[config.mk]
export PLATFORM = sky130hd
export DESIGN_NAME = lsu_flat
export DESIGN_NICKNAME = d
export VERILOG_FILES = /design/src/rtl/mem_pkg.sv /design/src/rtl/otter_bus.sv /design/src/rtl/lsu_lane_fmt.sv /design/src/rtl/lsu.sv /design/src/flat_wrapper.sv
export SDC_FILE = /design/constraint.sdc
export NUM_CORES = 1
export LEC_CHECK = 0
export ABC_AREA = 0
export CORE_ASPECT_RATIO = 0.5
export CORE_MARGIN = 3
export CORE_UTILIZATION = 48
export CTS_BUF_LIST = sky130_fd_sc_hd__clkbuf_16
export CTS_CLUSTER_DIAMETER = 80
export DETAILED_ROUTE_END_ITERATION = 7
export PLACE_DENSITY = 0.87
export RECOVER_POWER = 25
export SYNTH_ARGS = -nofsm -noshare
export SYNTH_HDL_FRONTEND = slang
export SYNTH_HIERARCHICAL = 1
export SYNTH_SLANG_ARGS = --single-unit
export TNS_END_PERCENT = 5
[constraint.sdc]
create_clock -name clk -period 4.5 [get_ports clk]
set_input_delay 0.9 -clock clk [delete_from_list [all_inputs] [get_ports clk]]
set_output_delay 0.9 -clock clk [all_outputs]
set_load 0.02 [all_outputs]
[src/rtl/mem_pkg.sv]
// Types and constants shared by the LSU and the SRAM secondary on otter_bus.
package mem_pkg;

  typedef enum logic [1:0] {
    BYTE = 2'b00,
    HALF = 2'b01,
    WORD = 2'b10
  } mem_size_e;

  typedef enum logic [1:0] {
    IDLE,
    ACCESS,
    DATA,
    RESP
  } lsu_state_e;

  localparam int unsigned WORD_BYTES = 4;

  localparam logic [1:0] SIZE_ILLEGAL = 2'b11;

  function automatic logic is_misaligned(input logic [1:0] size, input logic [1:0] addr_lo);
    return ((size == HALF) && addr_lo[0]) || ((size == WORD) && (addr_lo != 2'b00));
  endfunction

endpackage

[src/rtl/otter_bus.sv]
// Single-beat memory bus between the LSU (primary) and the SRAM (secondary).
interface otter_bus #(
  parameter int unsigned ADDR_WIDTH = 32,
  parameter int unsigned BUS_WIDTH  = 32
) ();

  logic                  clk;
  logic [ADDR_WIDTH-1:0] addr;
  logic [1:0]            size;
  logic                  rd;
  logic                  wr;
  logic [BUS_WIDTH-1:0]  wdata;
  logic [BUS_WIDTH-1:0]  rdata;
  logic                  error;

  modport primary (
    output clk, addr, size, rd, wr, wdata,
    input  rdata, error
  );

  modport secondary (
    input  clk, addr, size, rd, wr, wdata,
    output rdata, error
  );

endinterface

[src/rtl/lsu_lane_fmt.sv]
// Combinational byte-lane formatting: store data replication and load shift/extension.
module lsu_lane_fmt
  import mem_pkg::*;
(
  input  logic [1:0]  size,
  input  logic        zext,
  input  logic [1:0]  addr_lo,
  input  logic [31:0] wdata,
  input  logic [31:0] rdata,
  output logic [31:0] wdata_lanes,
  output logic [31:0] rdata_ext
);

  logic [31:0] shifted;

  always_comb begin
    shifted     = rdata >> {addr_lo, 3'b000};
    wdata_lanes = wdata;
    rdata_ext   = shifted;
    case (size)
      BYTE: begin
        wdata_lanes = {WORD_BYTES{wdata[7:0]}};
        rdata_ext   = {{24{shifted[7] & ~zext}}, shifted[7:0]};
      end
      HALF: begin
        wdata_lanes = {(WORD_BYTES / 2){wdata[15:0]}};
        rdata_ext   = {{16{shifted[15] & ~zext}}, shifted[15:0]};
      end
      default: begin
        wdata_lanes = wdata;
        rdata_ext   = shifted;
      end
    endcase
  end

endmodule

[src/rtl/lsu.sv]
// Load/store unit: one CPU request -> one otter_bus transaction -> one response.
// Optional local misalignment check enabled by defining LSU_MISALIGN_CHECK_EN.
module lsu
  import mem_pkg::*;
#(
  parameter int unsigned ADDR_WIDTH = 32,
  parameter int unsigned BUS_WIDTH  = 32
) (
  input  logic                  clk,
  input  logic                  rst_n,
  input  logic                  req_valid,
  output logic                  req_ready,
  input  logic                  req_we,
  input  logic [1:0]            req_size,
  input  logic                  req_unsigned,
  input  logic [ADDR_WIDTH-1:0] req_addr,
  input  logic [31:0]           req_wdata,
  output logic                  resp_valid,
  output logic [31:0]           resp_rdata,
  output logic                  resp_error,
  otter_bus.primary             bus
);

  lsu_state_e state_q, state_d;

  logic                  we_q, we_d;
  logic [1:0]            size_q, size_d;
  logic                  uns_q, uns_d;
  logic [ADDR_WIDTH-1:0] addr_q, addr_d;
  logic [BUS_WIDTH-1:0]  wdata_q, wdata_d;
  logic                  err_q, err_d;
  logic [BUS_WIDTH-1:0]  rdata_q, rdata_d;

  logic                  local_err;
  logic                  rd_strobe;
  logic                  wr_strobe;
  logic [BUS_WIDTH-1:0]  lane_wdata;
  logic [BUS_WIDTH-1:0]  fmt_rdata;

`ifdef LSU_MISALIGN_CHECK_EN
  assign local_err = (req_size == SIZE_ILLEGAL) || is_misaligned(req_size, req_addr[1:0]);
`else
  assign local_err = (req_size == SIZE_ILLEGAL);
`endif

  lsu_lane_fmt u_lane_fmt (
    .size        (size_q),
    .zext        (uns_q),
    .addr_lo     (addr_q[1:0]),
    .wdata       (wdata_q),
    .rdata       (bus.rdata),
    .wdata_lanes (lane_wdata),
    .rdata_ext   (fmt_rdata)
  );

  always_comb begin
    state_d   = state_q;
    we_d      = we_q;
    size_d    = size_q;
    uns_d     = uns_q;
    addr_d    = addr_q;
    wdata_d   = wdata_q;
    err_d     = err_q;
    rdata_d   = rdata_q;
    rd_strobe = 1'b0;
    wr_strobe = 1'b0;

    unique case (state_q)
      IDLE: begin
        if (req_valid) begin
          rdata_d = '0;
          err_d   = local_err;
          if (local_err) begin
            // Locally faulted requests never reach the bus registers.
            state_d = RESP;
          end else begin
            we_d    = req_we;
            size_d  = req_size;
            uns_d   = req_unsigned;
            addr_d  = req_addr;
            wdata_d = req_wdata;
            state_d = ACCESS;
          end
        end
      end
      ACCESS: begin
        // The SRAM does not suppress writes on error, so strobes are gated here.
        rd_strobe = ~we_q & ~bus.error;
        wr_strobe = we_q & ~bus.error;
        err_d     = bus.error;
        if (bus.error || we_q) begin
          state_d = RESP;
        end else begin
          state_d = DATA;
        end
      end
      DATA: begin
        rdata_d = fmt_rdata;
        state_d = RESP;
      end
      RESP: begin
        state_d = IDLE;
      end
      default: begin
        state_d = IDLE;
      end
    endcase
  end

  always_ff @(posedge clk or negedge rst_n) begin
    if (!rst_n) begin
      state_q <= IDLE;
      we_q    <= 1'b0;
      size_q  <= 2'b00;
      uns_q   <= 1'b0;
      addr_q  <= '0;
      wdata_q <= '0;
      err_q   <= 1'b0;
      rdata_q <= '0;
    end else begin
      state_q <= state_d;
      we_q    <= we_d;
      size_q  <= size_d;
      uns_q   <= uns_d;
      addr_q  <= addr_d;
      wdata_q <= wdata_d;
      err_q   <= err_d;
      rdata_q <= rdata_d;
    end
  end

  assign req_ready  = (state_q == IDLE);
  assign resp_valid = (state_q == RESP);
  assign resp_error = (state_q == RESP) & err_q;
  assign resp_rdata = rdata_q;

  assign bus.clk   = clk;
  assign bus.addr  = addr_q;
  assign bus.size  = size_q;
  assign bus.wdata = lane_wdata;
  assign bus.rd    = rd_strobe;
  assign bus.wr    = wr_strobe;

endmodule

[src/flat_wrapper.sv]
// flat-port wrapper written by rule: the top's interface ports become plain ports
module lsu_flat import mem_pkg::*;
#(
  parameter int unsigned ADDR_WIDTH = 32,
  parameter int unsigned BUS_WIDTH  = 32
)
  (clk, rst_n, req_valid, req_ready, req_we, req_size, req_unsigned, req_addr, req_wdata, resp_valid, resp_rdata, resp_error, bus_clk, bus_addr, bus_size, bus_rd, bus_wr, bus_wdata, bus_rdata, bus_error);
  otter_bus #(.ADDR_WIDTH(ADDR_WIDTH), .BUS_WIDTH(BUS_WIDTH)) bus_i ();
  input  logic clk;
  input  logic rst_n;
  input  logic req_valid;
  output logic req_ready;
  input  logic req_we;
  input  logic [1:0] req_size;
  input  logic req_unsigned;
  input  logic [ADDR_WIDTH-1:0] req_addr;
  input  logic [31:0] req_wdata;
  output logic resp_valid;
  output logic [31:0] resp_rdata;
  output logic resp_error;
  output wire logic [$bits(bus_i.clk)-1:0] bus_clk;
  output wire logic [$bits(bus_i.addr)-1:0] bus_addr;
  output wire logic [$bits(bus_i.size)-1:0] bus_size;
  output wire logic [$bits(bus_i.rd)-1:0] bus_rd;
  output wire logic [$bits(bus_i.wr)-1:0] bus_wr;
  output wire logic [$bits(bus_i.wdata)-1:0] bus_wdata;
  input wire logic [$bits(bus_i.rdata)-1:0] bus_rdata;
  input wire logic [$bits(bus_i.error)-1:0] bus_error;
  assign bus_clk = bus_i.clk;
  assign bus_addr = bus_i.addr;
  assign bus_size = bus_i.size;
  assign bus_rd = bus_i.rd;
  assign bus_wr = bus_i.wr;
  assign bus_wdata = bus_i.wdata;
  assign bus_i.rdata = bus_rdata;
  assign bus_i.error = bus_error;
  lsu #(.ADDR_WIDTH(ADDR_WIDTH), .BUS_WIDTH(BUS_WIDTH)) u_core (.clk(clk), .rst_n(rst_n), .req_valid(req_valid), .req_ready(req_ready), .req_we(req_we), .req_size(req_size), .req_unsigned(req_unsigned), .req_addr(req_addr), .req_wdata(req_wdata), .resp_valid(resp_valid), .resp_rdata(resp_rdata), .resp_error(resp_error), .bus(bus_i));
endmodule
# Word level (Yosys, flattened, before mapping)
# Index checks and enable logic that the tools add are counted.
[classes]
addsub = 0
mul = 0
div_mod_pow = 0
order_cmp = 0
n_eq_ne = 6
n_shift = 1
muxes = 12
n_bitwise = 9
n_reduce_logical = 8
[op_table]
columns = ["cell", "n"]
rows = [
  ["case mux 32 bit (2 select lines)", 3],
  ["two-way mux 32 bit", 1],
  ["right shift 32 x 5 -> 32 bit", 1],
  ["case mux 2 bit (4 select lines)", 1],
  ["equality test 2 bit (second input constant)", 3],
  ["AND 1 bit", 5],
  ["equality test 2 x 1 -> 1 bit (second input constant)", 2],
  ["zero test 2 bit", 2],
  ["two-way mux 1 bit", 4],
  ["two-way mux 2 bit", 2],
  ["NOT 1 bit", 4],
  ["AND reduction 2 bit", 2],
  ["nonzero test 2 bit", 2],
  ["AND reduction 3 bit", 1],
  ["!= test 2 bit (second input constant)", 1],
  ["case mux 1 bit (2 select lines)", 1],
  ["logical OR 1 bit", 1],
]
[totals]
ff_bits = 103
latch_bits = 0
mem_bits_rw = 0
romBits = 0
input_bits = 104
out_inout_bits = 104
wordCells = 44
n_memories = 0

# Depth between registers and ports, before layout
[depth]
word_depth = 4
depth_mapped = 8
ltp_nobuf = 5

# Cells and area by module
# Netlist, hierarchy kept.
[by_module_without_submodules]
columns = ["mod", "n_inst", "cells_per_inst", "area_per_inst_um2", "seq_area_each_um2"]
rows = [
  ["lsu", 1, 247, 4088.9, 2577.5],
  ["lsu_lane_fmt", 1, 169, 1287.5, 0.0],
]

==> flow_summary.toml <==
[synthesis]
synth_seq_cells = 103
synth_edf_count = 0
ys_top_cells_by_area = "dfrtp_1 48%, mux2_4 12%, mux2_2 12%"
yosysSeqAreaShare_pct = 47.94
ys.flop_type = "dfrtp_1"
syn_nets = 524
avgSynthCellArea_um2 = 12.92
ys_types = 41
ys_async_sr_fraction_pct = 100.0
syn_area_um2 = 5376
yosysTopAreaCell = "dfrtp_1"
synth_commonest_cells = "103 x dfrtp_1, 55 x mux2_2, 44 x mux2_4"
synth_cells = 416
ys_warn_count = 6
synth_top_area_share_pct = 47.94
yosysMostFrequentCell = "dfrtp_1"

[die]
fp.dieW_um = 155.7
die_area_um2 = 12580
die_h_um = 80.84
start_util_pct = 51.01
core_area_um2 = 10540
row_count = 26
io_pins = 208

[layout]
fill_cells = 751
layout.cells.non_filler = 750
nets = 713
syn_to_final_growth_pct = 44.24
diodes = 0
drive_gt1_share_pct = 22.46

[pwr]
pwr-share-comb_pct = 58.3
p_leak_nw = 3.450
power.share.sequential_pct = 26.9
pwr-share-clk_pct = 14.9
p_sw_share_pct = 39.17
intPower_w = 0.003792
irDropWorstVdd_v = 0.0003565
p_per_area_nw_per_um2 = 803.9
switchingPower_w = 0.002442

[detailed_routing]
route.detailed.drc = 0
vias = 4138
postRouteAntennaNets = 0
viasPerCell = 5.517
drt_iter0_drc = 256
avgRoutedWirePerCell_um = 19.75
drt_first_pass_iters = 4
wl_mm = 14.81

[worst_setup_path]
end_kind = "output port"
crit_path_start_kind = "clock port"
critPathRequiredTime_ns = 3.60
crit_chain = "clkbuf_16 -> clkbuf_16 -> clkdlybuf4s50_1"
max_stage_delay_ns = 0.53
cp_common_cell = "clkbuf_16"
worstSetupPathType = "clk -> out"
crit_slowest_cell = "clkdlybuf4s50_1"
crit_arrival_ns = 3.03
cp_max_fo = 2

[run_status]
violations = "max-capacitance violations, max-slew violations"
status = "finished with violations"

[sta]
maxSlewHeadroom_pct = -30.35
rsz0062_at_grt = "false"
fin_skew_ns = 0.005761
hold_violations = 0
tightest_slew_ns = 1.955
slew_viol_final = 81
hold-worst-slack_ns = 0.5072
setup_tns_ns = 0
setup_violations = 0
setup_ws_ns = 0.5739

[global_routing]
grt_pass1_vias = 4306
grt_overflow = 0
antenna_found_initial = 0
grt_max_degree = 81
grt_util_all_layers_pct = 23.93
grt_first_pass_wirelength_mm = 23.25

[worst_hold_path]
hp-class = "reg -> reg"

[placement]
dpl.cell_count = 731
dpl.hpwl_mm = 10.54
gp_congestion = 0.8365
preCtsSetupSlack_ns = 0.8415
port_buffers = 207

[cts]
clkLatencyLatePin_ns = 0.45
tritoncts = "yes"
post_cts_resized = 0
cts-hold-fix-buffers = 0
post_cts_buffers = 0
cts.clk_slew.worst_paths_ns = 0.07

[flow_run]
drv_cap = 1
routing by layer:
metal  vias up  global-route usage (%)  share of wire (%)
li1       1900                       -                  -
met1      2067                   29.25                 41
met2       148                   41.16                 51
met3        23                   7.610                6.2
met4         0                   7.336                1.8
met5         -                       0                  0
power by group through the flow:
| stage | registers [W] | clock network [W] | logic (W) |
|---|---|---|---|
| floorplan | 0.00192 | 0.0000260 | 0.00206 |
| finish | 0.00167 | 0.000927 | 0.00363 |
| detailed placement | 0.00167 | 0.0000298 | 0.00364 |
| CTS | 0.00167 | 0.000947 | 0.00366 |
| global route | 0.00173 | 0.000985 | 0.00385 |
| global placement | 0.00165 | 0.0000298 | 0.00357 |
worst max-delay path: cells and delay by family:
| family | cells | cell delay, ns |
|---|---|---|
| buffers and inverters | 3 | 0.78 |
metrics by stage:
| step | total power, W | area (um2) | utilization (%) |
|---|---|---|---|
| after detailed placement | 0.005346 | 7391 | 70.12 |
| after CTS | 0.006280 | 7757 | 73.60 |
| final | 0.006234 | 7755 | 73.58 |
| after floorplan | 0.004007 | 5376 | - |
| after global placement | 0.005257 | 7391 | 70.12 |
| after global routing | 0.006571 | 7755 | 73.58 |
cell type report:
class	count	area (um2)	area share (%)
tap	140	175.2	2.259
inverter	5	18.77	0.2420
clock buffer	13	310.3	4.001
multi-input combinational	270	2505	32.30
sequential	103	2577	33.24
timing repair buffer	212	2102	27.11
clock inverter	7	66.31	0.8551
kinds of logic (layout without fill, tap and decap cells):
logic type	count (synthesis)	count (layout)	share of synthesized area, %
multiplexers	117	117	27.16
flip-flops	103	103	47.94
AO/OA/AOI/OAI	76	76	10.85
AND/OR/NAND/NOR	72	72	7.052
buffers and inverters	43	237	5.911
adder cells (fa/ha/maj)	4	4	0.9309
XOR/XNOR	1	1	0.1629
state kept, by name (all words and copies together), names as in the netlist:
signal	count
u_core/we_q	1
u_core/resp_rdata	32
u_core/bus.size	2
u_core/bus.addr	32
u_core/err_q	1
u_core/state_q	2
u_core/wdata_q	32
u_core/uns_q	1
final timing paths:
path | startpoint | to | slack (ns) | cells past startpoint
worst max-delay path | clk | bus_clk | 0.57 | 3
worst min-delay path | u_core/bus.addr[24] | u_core/bus.addr[24] | 0.51 | 1
worst max register to register | u_core/state_q[0] | u_core/bus.addr[22] | 2.07 | 5
worst min register to register | u_core/bus.addr[24] | u_core/bus.addr[24] | 0.51 | 1
max in group asynchronous | rst_n | u_core/resp_rdata[23] | 2.26 | 2
min in group asynchronous | rst_n | u_core/wdata_q[29] | 0.99 | 1
cell usage in the layout, fill, tap and decap left out, types with 8 or more instances in the layout:
cell	Yosys	layout
nor2_1	8	8
a22o_1	32	32
clkbuf_16	0	12
mux2_2	55	55
mux2_4	44	44
clkdlybuf4s50_1	0	206
dfrtp_1	103	103
nand2_1	33	33
o21ai_0	17	17
mux2i_1	18	17
a21oi_1	9	9
nand4_1	16	16
No activity file was read; power rests on OpenSTA's default activity.
